==> config.mk <==
export PLATFORM = sky130hd
export DESIGN_NAME = idex_hazard_stage
export DESIGN_NICKNAME = d
export VERILOG_FILES = /design/src/rtl/semimips_pkg.sv /design/src/rtl/idex_hazard_stage_loaduse_detect.sv /design/src/rtl/idex_hazard_stage.sv
export SDC_FILE = /design/constraint.sdc
export NUM_CORES = 1
export LEC_CHECK = 0
export BUFFER_PORTS_ARGS = -buffer_cell sky130_fd_sc_hd__buf_4
export CAP_MARGIN = 25
export CORE_UTILIZATION = 42
export CTS_BUF_LIST = sky130_fd_sc_hd__clkbuf_4
export DETAILED_ROUTE_END_ITERATION = 6
export PLACE_DENSITY_LB_ADDON = 0.25
export SLEW_MARGIN = 10
export SYNTH_ARGS = -nofsm -noshare
export SYNTH_HDL_FRONTEND = slang
export SYNTH_SLANG_ARGS = --single-unit
==> constraint.sdc <==
create_clock -name clk -period 3 [get_ports clk]
set_input_delay 0 -clock clk [delete_from_list [all_inputs] [get_ports clk]]
set_output_delay 0 -clock clk [all_outputs]
set_load 0.005 [all_outputs]
==> src/rtl/semimips_pkg.sv <==
// Shared pipeline definitions: datapath widths, the decoded control bundle and its
// bubble value. The forwarding unit and the EX/MEM register also use this package.
package semimips_pkg;

    localparam int DATA_W  = 32;
    localparam int REG_W   = 5;
    localparam int ALUOP_W = 3;

    typedef struct packed {
        logic               regwr;
        logic               memtoreg;
        logic               memrd;
        logic               memwr;
        logic               alusrc;
        logic               regdst;
        logic [ALUOP_W-1:0] aluop;
    } ctl_bundle;

    // A bubble must never write the register file or memory.
    localparam ctl_bundle CTL_BUBBLE = '0;

    function automatic logic [15:0] sat_inc16(input logic [15:0] v);
        return (v == 16'hFFFF) ? v : v + 16'd1;
    endfunction

endpackage

==> src/rtl/idex_hazard_stage_loaduse_detect.sv <==
// Load-use comparator: the load in EX targets a register the instruction in ID reads.
// Register 0 is hardwired to zero, so it never creates a dependency.
module loaduse_detect #(
    parameter int REG_W = semimips_pkg::REG_W
) (
    input  logic             idexmemrd,
    input  logic             idexvalid,
    input  logic [REG_W-1:0] idexrt,
    input  logic [REG_W-1:0] ifidrs,
    input  logic [REG_W-1:0] ifidrt,
    output logic             loaduse
);

    // rt is compared even for I-type consumers; the rare extra stall is cheaper than decoding.
    assign loaduse = idexmemrd && idexvalid && (idexrt != '0) &&
                     ((idexrt == ifidrs) || (idexrt == ifidrt));

endmodule

==> src/rtl/idex_hazard_stage.sv <==
// ID/EX pipeline register with load-use stall and bubble injection.
// Define HAZARD_STATS_EN to add saturating load-use/flush event counters.
module idex_hazard_stage #(
    parameter int DATA_W  = semimips_pkg::DATA_W,
    parameter int REG_W   = semimips_pkg::REG_W,
    parameter int ALUOP_W = semimips_pkg::ALUOP_W
) (
    input  logic               clk,
    input  logic               rst,
    input  logic               memstall,
    input  logic               flush,
    input  logic [REG_W-1:0]   ifidrs,
    input  logic [REG_W-1:0]   ifidrt,
    input  logic [REG_W-1:0]   ifidrd,
    input  logic [DATA_W-1:0]  readdata1,
    input  logic [DATA_W-1:0]  readdata2,
    input  logic [DATA_W-1:0]  signimm,
    input  logic               ctl_regwr,
    input  logic               ctl_memtoreg,
    input  logic               ctl_memrd,
    input  logic               ctl_memwr,
    input  logic               ctl_alusrc,
    input  logic               ctl_regdst,
    input  logic [ALUOP_W-1:0] ctl_aluop,
    output logic [REG_W-1:0]   idexrs,
    output logic [REG_W-1:0]   idexrt,
    output logic [REG_W-1:0]   idexrd,
    output logic [DATA_W-1:0]  idexreaddata1,
    output logic [DATA_W-1:0]  idexreaddata2,
    output logic [DATA_W-1:0]  idexsignimm,
    output logic               idexregwr,
    output logic               idexmemtoreg,
    output logic               idexmemrd,
    output logic               idexmemwr,
    output logic               idexalusrc,
    output logic               idexregdst,
    output logic [ALUOP_W-1:0] idexaluop,
    output logic               idexvalid,
`ifdef HAZARD_STATS_EN
    input  logic               stats_clr,
    output logic [15:0]        luse_cnt,
    output logic [15:0]        flush_cnt,
`endif
    output logic               pcwrite,
    output logic               ifidwrite
);

    import semimips_pkg::*;

    ctl_bundle ctl_in;
    ctl_bundle ctl_q;
    logic      valid_q;
    logic      loaduse;

    assign ctl_in = '{regwr:    ctl_regwr,
                      memtoreg: ctl_memtoreg,
                      memrd:    ctl_memrd,
                      memwr:    ctl_memwr,
                      alusrc:   ctl_alusrc,
                      regdst:   ctl_regdst,
                      aluop:    ctl_aluop};

    loaduse_detect #(.REG_W(REG_W)) u_loaduse_detect (
        .idexmemrd (ctl_q.memrd),
        .idexvalid (valid_q),
        .idexrt    (idexrt),
        .ifidrs    (ifidrs),
        .ifidrt    (ifidrt),
        .loaduse   (loaduse)
    );

    // Register state is zero during reset, so the only stall source to mask is memstall.
    assign pcwrite   = rst || !(loaduse || memstall);
    assign ifidwrite = pcwrite;

    always_ff @(posedge clk or posedge rst) begin
        if (rst) begin
            // NOTE: non-blocking assignments keep every register sampling pre-edge values.
            idexrs        <= '0;
            idexrt        <= '0;
            idexrd        <= '0;
            idexreaddata1 <= '0;
            idexreaddata2 <= '0;
            idexsignimm   <= '0;
            ctl_q         <= CTL_BUBBLE;
            valid_q       <= 1'b0;
        end else if (!memstall) begin
            idexrs        <= ifidrs;
            idexrt        <= ifidrt;
            idexrd        <= ifidrd;
            idexreaddata1 <= readdata1;
            idexreaddata2 <= readdata2;
            idexsignimm   <= signimm;
            if (flush || loaduse) begin
                ctl_q   <= CTL_BUBBLE;
                valid_q <= 1'b0;
            end else begin
                ctl_q   <= ctl_in;
                valid_q <= 1'b1;
            end
        end
    end

    assign idexregwr    = ctl_q.regwr;
    assign idexmemtoreg = ctl_q.memtoreg;
    assign idexmemrd    = ctl_q.memrd;
    assign idexmemwr    = ctl_q.memwr;
    assign idexalusrc   = ctl_q.alusrc;
    assign idexregdst   = ctl_q.regdst;
    assign idexaluop    = ctl_q.aluop;
    assign idexvalid    = valid_q;

`ifdef HAZARD_STATS_EN
    always_ff @(posedge clk or posedge rst) begin
        if (rst) begin
            luse_cnt  <= '0;
            flush_cnt <= '0;
        end else if (stats_clr) begin
            luse_cnt  <= '0;
            flush_cnt <= '0;
        end else if (!memstall) begin
            if (loaduse) luse_cnt  <= sat_inc16(luse_cnt);
            if (flush)   flush_cnt <= sat_inc16(flush_cnt);
        end
    end
`endif

endmodule
### After elaboration in Yosys (flattened, before gate mapping)

Index checks and enable logic that the tools add are counted.

* equality and inequality tests: 2
* mux-type cells: 2
* reductions and logical operators: 9

Operators with widths (count)
* 5-bit == test: 2
* 9-bit two-way mux: 1
* 5-bit nonzero test: 1
* 1-bit logical OR: 4
* 1-bit logical AND: 3
* 1-bit logical NOT: 1
* 1-bit two-way mux: 1

* register bits: 121
* input bits: 124
* output and inout port bits: 123
* word-level logic and storage cells: 27

### Longest topological paths before layout

Gate-level depths: netlist (run 1).

* depth after elaboration: 6
* mapped depth: 6

### Hierarchy

From an unflattened synthesis (run 1), not the netlist that was laid out.

* cell total of the unflattened synthesis: 287
* area, all modules: 5021.1 um^2

By module, submodules not included
* idex_hazard_stage: times used 1, cells an instance 270, area an instance 4888.4 um^2, seq. area each 3027.9 um^2
* loaduse_detect: times used 1, cells an instance 17, area an instance 132.6 um^2, seq. area each 0.0 um^2

### Worst setup path after synthesis (run 1)

Ideal clock, no wire load.

* kind: input port to output port
* start point: input port rst
* end point: output port pcwrite
* data arrival time: 3.126 ns
* required time: 3.000 ns
* setup slack: -0.126 ns
* cell stages on the path: 3
* buffers on the path: 1
* path through: inv_1 a22oi_2 buf_4

* longest elaborated chain between the ends: 1

Ends and longest elaborated chain
* from (decl): line idex_hazard_stage.sv:9 `input logic rst,`
* 1-bit logical OR: line idex_hazard_stage.sv:73 `assign pcwrite = rst || !(loaduse || memstall);`
* to (decl): line idex_hazard_stage.sv:44 `output logic pcwrite,`

Every way passes these cells.

### Worst setup path after layout (run 1)

* start point: register idexrt[2]
* end point: register ctl_q, in the netlist idexalusrc

* longest elaborated chain between the ends: 5
* elaborated cells between the ends (all ways): 8
* classes of those cells: 2 x eq/ne; 1 x mux; 5 x reduce/logical

Ends and longest elaborated chain
* from (decl): line idex_hazard_stage.sv:26 `output logic [REG_W-1:0] idexrt,`
* from (signal assigned): line idex_hazard_stage.sv:89 `idexrt <= ifidrt;`
* 5-bit == test / 5-bit nonzero test (equally long branches): line idex_hazard_stage_loaduse_detect.sv:16, idex_hazard_stage_loaduse_detect.sv:15
* 1-bit logical OR / 1-bit logical AND (equally long branches): line idex_hazard_stage_loaduse_detect.sv:16, idex_hazard_stage_loaduse_detect.sv:15
* 1-bit logical AND *: line idex_hazard_stage_loaduse_detect.sv:15 `assign loaduse = idexmemrd && idexvalid && (idexrt != '0) &&`
* 1-bit logical OR *: line idex_hazard_stage.sv:94 `if (flush || loaduse) begin`
* 9-bit two-way mux *: line idex_hazard_stage.sv:94
* to (signal assigned): line idex_hazard_stage.sv:98 `ctl_q <= ctl_in;`
* to (decl): line idex_hazard_stage.sv:51 `ctl_bundle ctl_q;`

Mark *: on every way between the ends. The rest lies on a longest branch, timed or not.
A chain may end at the register's enable or synchronous reset.

==> flow_summary.yaml, run 1 <==
job:
  cap_viol_max_count: 0
worst_setup_path:
  worst_ep_arrival_time_ns: 2.98
  path_delay_family: "compound AO/OA/AOI/OAI gates"
  cp_data_required_time_ns: 3.46
  critPathBufInv: 1
  crit_fanout: 11
  r2r_setup_slack_ns: 0.48
  critical_path_class: "flip-flop to flip-flop"
  timing.rr.end: "idexalusrc$_DFFE_PP0N_"
  reg2reg_depth: 5
  cpPeakStageDelay_ns: 0.59
  slowest_stage: "or4_1"
  rr_startpoint: "idexrt[2]$_DFFE_PP0N_"
  start_kind: "flip-flop"
  cp_cell_sequence: "or4_1, o211ai_2, a32oi_1, o21ai_2, dlygate4sd3_1"
  crit_path_start: "idexrt[2]$_DFFE_PP0N_"
  worst_setup_path_end_kind: "flip-flop"
power_and_ir_drop:
  finalPower_mw: 3.87
  p_leak_nw: 3.90
  p_per_area_nw_per_um2: 460
  worst_ir_drop_vdd_uv: 449
hold_path:
  hp-class: "input pin to flip-flop"
  whs_endpoint: "idexvalid$_DFFE_PP0N_"
  holdPathStages: 3
  hp-start: "memstall"
grt:
  grt_pass1_wl_um: 22100
  gr-usage-met2_pct: 47.5
  grt_pass1_vias: 4486
  grt_max_degree: 123
  antenna_found_initial: 0
  track_usage_pct: 25.6
  grt_use_met3_pct: 7.83
  use_met1_pct: 25.6
  gr-max-usage-layer: "met2"
  grt-ovfl-total: 0
run_status:
  outcome: "finished clean"
layout:
  final_cell_mix: "buf_4, dlygate4sd3_1, dfrtp_1"
  num_antenna_cells: 0
  seq_area_um2: 3030
  multi_input_area_um2: 1620
  nFillCells: 657
  nets: 819
  instances_no_fill: 848
  final_layout_size_suffix_gt1_share_pct: 48.9
  final_core_util_pct: 76.8
  syn_to_final_growth_pct: 75.9
  layout_commonest_cell: "buf_4"
place:
  place_inst: 676
  buffer_ports.inserted: 246
  hpwlAfterDp_um: 8340
  globalplace.congestion: 0.769
  post-place-ws_ns: 1.14
floorplan:
  dieArea_um2: 11800
  die_x_um: 109
  num_rows: 38
  initial_utilization_pct: 43.7
  ios: 247
  die_h_um: 109
  core_um2: 10900
timing:
  skew_ns: 0.00216
  fin_crit_sh_pct: 84.1
  setup-tns-final_ns: 0
  min_period_ns: 2.52
  slew_viol_final: 0
  setup_viol: 0
  tightest_slew_ns: 0.803
  max_freq_mhz: 396
  timing.final.ws_setup_ns: 0.476
  max_slew_margin_pct: 46.5
  final_hold_viol_count: 0
  rsz0062_at_grt: "no"
route:
  wl_per_cell_um: 16.9
  initialDrtViolationCount: 130
  vias_per_cell: 4.72
  dr_total_vias: 4006
  drc: 0
  wl_um: 14300
  dr.pass1.iters: 4
  ant_nets: 0
clocking:
  cts_setup_buffers: 0
  cts-buffers-inserted: 17
  cts_tree: "done"
  worst_skew_pair.late_latency_ns: 0.52
  cts_root_buffer: "clkbuf_4"
  path_clk_slew_ns: 0.09
  cts.path.max_buffers: 2
  cts.sinks: 121
  htreeDepth: 4
yosys:
  synth_xor_area_share_pct: 1.83
  muxShareOfSynthArea_pct: 26.4
  synthCells: 302
  synth_cell_types: 23
  syn_avg_cell_area_um2: 15.8
  synth-seq-cells: 121
  syn-num-nets: 426
  synth-simple-area-share_pct: 1.73
  synth-compound-area-share_pct: 4.06
  synthAdderAreaFrac_pct: 0
  synth_seq_area_share_pct: 63.4
  synth-warning-count: 0
  syn_area_um2: 4780
  synth_top_family_by_area: "multiplexers"
final cells by class:
class,instances,share of cell area [%]
Clock inverter,12,1.28
Timing Repair Buffer,392,39.3
Tap cell,140,2.08
Inverter,2,0.134
Sequential cell,121,36.0
Multi-Input combinational cell,161,19.3
Clock buffer,20,1.79
registers in the layout, summed over array words and instances (netlist names), 3 cells and up:
name	flops
idexrs	5
idexrd	5
idexreaddata2	32
idexreaddata1	32
idexaluop	3
idexrt	5
idexsignimm	32
logic make-up (layout without fill, tap and decap cells):
kind of cell / after synthesis / in the layout
muxes: 112 / 112
AOI/OAI and AO/OA: 22 / 22
DFF: 121 / 121
and+or+nand+nor: 17 / 17
buffers and inverters: 20 / 426
xor gates and xnor gates: 10 / 10
worst min-delay path, cell delays in order:
cell,delay [ns]
buf_4,0.35
nor2_2,0.21
a21oi_2,0.06
stage by stage:
stage | cell area [µm²] | hold slack (ns)
2_1_floorplan | 4780 | 0.127
5_1_grt | 8400 | 0.147
4_1_cts | 8400 | 0.0897
3_3_place_gp | 6740 | 0.213
6_report | 8400 | 0.154
3_5_place_dp | 6740 | 0.217
repair_timing:
item                                    4_1_cts  5_1_grt
hold buffers                                140        0
endpoints found under the setup margin        0        0
gates resized for setup                       0        0
endpoints found under the hold margin       242        0
report_power, final:
| group | switching, mW | total [mW] | leakage [nW] | internal [mW] |
|---|---|---|---|---|
| logic | 0.314 | 0.894 | 2.34 | 0.580 |
| registers | 0.104 | 1.90 | 1.42 | 1.80 |
| clock network | 0.568 | 1.07 | 0.146 | 0.503 |
how the worst max path moves through the flow:
stage / end / slack (ns) / cells past startpoint
final: idexalusrc$_DFFE_PP0N_ / 0.48 / 5
after CTS: pcwrite / 0.53 / 5
after global routing: idexalusrc$_DFFE_PP0N_ / 0.40 / 5
after detailed placement: idexmemwr$_DFFE_PP0N_ / 1.14 / 4
after global placement: ifidwrite / 1.18 / 5
after floorplan: pcwrite / 0.60 / 3
cells in the mapped netlist:
master | n | share of area (%)
a21oi_2 | 1 | 0.18
mux2i_1 | 1 | 0.21
xnor2_1 | 10 | 1.8
buf_8 | 1 | 0.31
buf_2 | 12 | 1.3
nor2_2 | 2 | 0.26
a32oi_1 | 9 | 1.7
o22ai_1 | 1 | 0.13
inv_1 | 2 | 0.16
clkbuf_1 | 1 | 0.079
mux2_1 | 60 | 14
o21ai_2 | 8 | 1.5
nor2_4 | 1 | 0.24
dfrtp_1 | 121 | 63
or4_1 | 1 | 0.16
buf_4 | 2 | 0.31
a22oi_2 | 1 | 0.26
o211ai_2 | 1 | 0.26
mux2_2 | 51 | 12
nand2_1 | 11 | 0.86
nand3_1 | 2 | 0.21
o21ai_1 | 1 | 0.10
buf_6 | 2 | 0.47
metal layers:
metal  vias up  share of wire (%)
li1       1862                  -
met1      1939                 35
met2       171                 54
met3        34                7.2
met4         0                3.1
met5         -                  0
(Power assumes the default switching activity.)
==> inputs of run 2 (changes only) <==
--- a/config.mk
+++ b/config.mk
@@ -7,7 +7,7 @@
 export LEC_CHECK = 0
 export BUFFER_PORTS_ARGS = -buffer_cell sky130_fd_sc_hd__buf_4
 export CAP_MARGIN = 25
-export CORE_UTILIZATION = 42
+export CORE_UTILIZATION = 47
 export CTS_BUF_LIST = sky130_fd_sc_hd__clkbuf_4
 export DETAILED_ROUTE_END_ITERATION = 6
 export PLACE_DENSITY_LB_ADDON = 0.25
==> constraint.sdc (replaced) <==
create_clock -name clk -period 2.6 [get_ports clk]
set_input_delay 0 -clock clk [delete_from_list [all_inputs] [get_ports clk]]
set_output_delay 0 -clock clk [all_outputs]
set_load 0.005 [all_outputs]
==> flow_summary.yaml, run 2 (synthesis results as in run 1) <==
run_status:
  outcome: "finished clean"
worst_setup_path:
  rr_startpoint: "idexrt[2]$_DFFE_PP0N_"
  crit_fanout: 11
  critPathBufInv: 1
  reg2reg_depth: 5
  cp_data_required_time_ns: 3.04
  cp_cell_sequence: "or4_1, o211ai_4, a32oi_1, o21ai_2, dlygate4sd3_1"
  start_kind: "flip-flop"
  critical_path_class: "flip-flop to flip-flop"
  cpPeakStageDelay_ns: 0.60
  r2r_setup_slack_ns: 0.21
  cp_num_cells: 5
  endpoint: "idexregdst$_DFFE_PP0N_"
  worst_setup_path_end_kind: "flip-flop"
  crit_path_start: "idexrt[2]$_DFFE_PP0N_"
  slowest_stage: "or4_1"
  path_delay_family: "compound AO/OA/AOI/OAI gates"
  worst_ep_arrival_time_ns: 2.83
  timing.rr.end: "idexregdst$_DFFE_PP0N_"
job:
  cap_viol_max_count: 0
clocking:
  worst_skew_pair.late_latency_ns: 0.51
  cts_tree: "done"
  cts_setup_buffers: 0
  cts.path.max_buffers: 2
  cts_root_buffer: "clkbuf_4"
  path_clk_slew_ns: 0.12
  cts-buffers-inserted: 17
  cts.sinks: 121
  htreeDepth: 4
grt:
  grt_pass1_vias: 4768
  gr-usage-met2_pct: 55.0
  grt_max_degree: 62
  track_usage_pct: 29.9
  grt-ovfl-total: 0
  antenna_found_initial: 0
  grt_pass1_wl_um: 23100
  gr-max-usage-layer: "met2"
  grt_use_met3_pct: 7.66
  use_met1_pct: 30.4
floorplan:
  ios: 247
  core_um2: 9820
  num_rows: 36
  initial_utilization_pct: 48.6
  dieArea_um2: 10600
  die_h_um: 103
  die_x_um: 103
layout:
  nFillCells: 438
  final_layout_size_suffix_gt1_share_pct: 49.1
  nets: 818
  layout_commonest_cell: "buf_4"
  syn_to_final_growth_pct: 76.9
  final_cell_mix: "buf_4, dlygate4sd3_1, dfrtp_1"
  num_antenna_cells: 0
  reg_top3: "idexreaddata1 (32), idexreaddata2 (32), idexsignimm (32)"
timing:
  whs_ns: 0.184
  setup-tns-final_ns: 0
  final_hold_viol_count: 0
  setup_viol: 0
  min_period_ns: 2.39
  rsz0062_at_grt: "no"
  max_freq_mhz: 419
  slew_viol_final: 0
  fin_crit_sh_pct: 91.9
  max_slew_margin_pct: 48.4
  tightest_slew_ns: 0.774
  skew_ns: 0.0184
route:
  dr.pass1.iters: 6
  vias_per_cell: 5.00
  ant_nets: 0
  dr_total_vias: 4200
  wl_per_cell_um: 18.3
  wl_um: 15400
  drc: 0
  initialDrtViolationCount: 105
power_and_ir_drop:
  p_leak_nw: 3.93
  worst_ir_drop_vdd_uv: 319
  finalPower_mw: 4.73
  p_per_area_nw_per_um2: 560
place:
  globalplace.congestion: 0.732
  hpwlAfterDp_um: 8350
  buffer_ports.inserted: 246
hold_path:
  hp-class: "input pin to flip-flop"
-- run 2: cell count changes in the layout (fill, tap and decap cells not counted), moves of 2 or more --
| cell | before | now |
|---|---|---|
| clkbuf_4 | 20 | 18 |
| clkinv_2 | 5 | 3 |
| clkinv_4 | 0 | 3 |
| bufinv_16 | 2 | 4 |
-- run 2: final cells by class --
class / count / area, µm² / share of cell area (%)
clock inverters: 14 / 180 / 2.13
repair buffers: 391 / 3300 / 39.0
well taps: 133 / 166 / 1.97
clock buffers: 18 / 135 / 1.60
inverters: 2 / 11.3 / 0.133
multi-input cells: 161 / 1630 / 19.3
flip-flops and latches: 121 / 3030 / 35.8
-- run 2: worst min-delay path by stage --
stage,startpoint,endpoint,slack [ns],cells after the start
final,memstall,idexsignimm[13]$_DFFE_PP0N_,0.18,2
after detailed placement,ifidrd[3],idexrd[3]$_DFFE_PP0N_,0.22,2
after global placement,readdata2[21],idexreaddata2[21]$_DFFE_PP0N_,0.21,2
after global routing,memstall,idexreaddata2[4]$_DFFE_PP0N_,0.17,2
after CTS,memstall,idexvalid$_DFFE_PP0N_,0.12,3
after floorplan,ctl_aluop[1],idexaluop[1]$_DFFE_PP0N_,0.13,2
-- run 2: layer usage --
layer  share of wire, %  vias up  wire length (µm)
met3                6.4       56               987
met1                 35     2055              5380
li1                   -     1866                 -
met2                 55      223              8420
met4                4.0        0               614
met5                  0        -                 0
-- run 2: power breakdown --
group / switching (mW) / internal, mW
registers: 0.131 / 2.07
logic: 0.374 / 0.669
clock network: 0.722 / 0.764
total: 1.23 / 3.51
-- run 2: repair_timing --
| item | in CTS | in global routing |
|---|---|---|
| hold buffers | 139 | 0 |
| resized for setup | 0 | 1 |
| endpoints found under the hold margin | 242 | 0 |
| endpoints found under the setup margin | 0 | 3 |
-- run 2: stage by stage --
stage,cells,cell area (µm²),setup slack (ns),util (%)
after floorplan,302,4780,0.195,-
after global routing,840,8450,0.138,86.0
after global placement,669,6730,0.813,68.6
after CTS,840,8440,0.184,86.0
after detailed placement,669,6730,0.771,68.6
final,840,8450,0.212,86.0
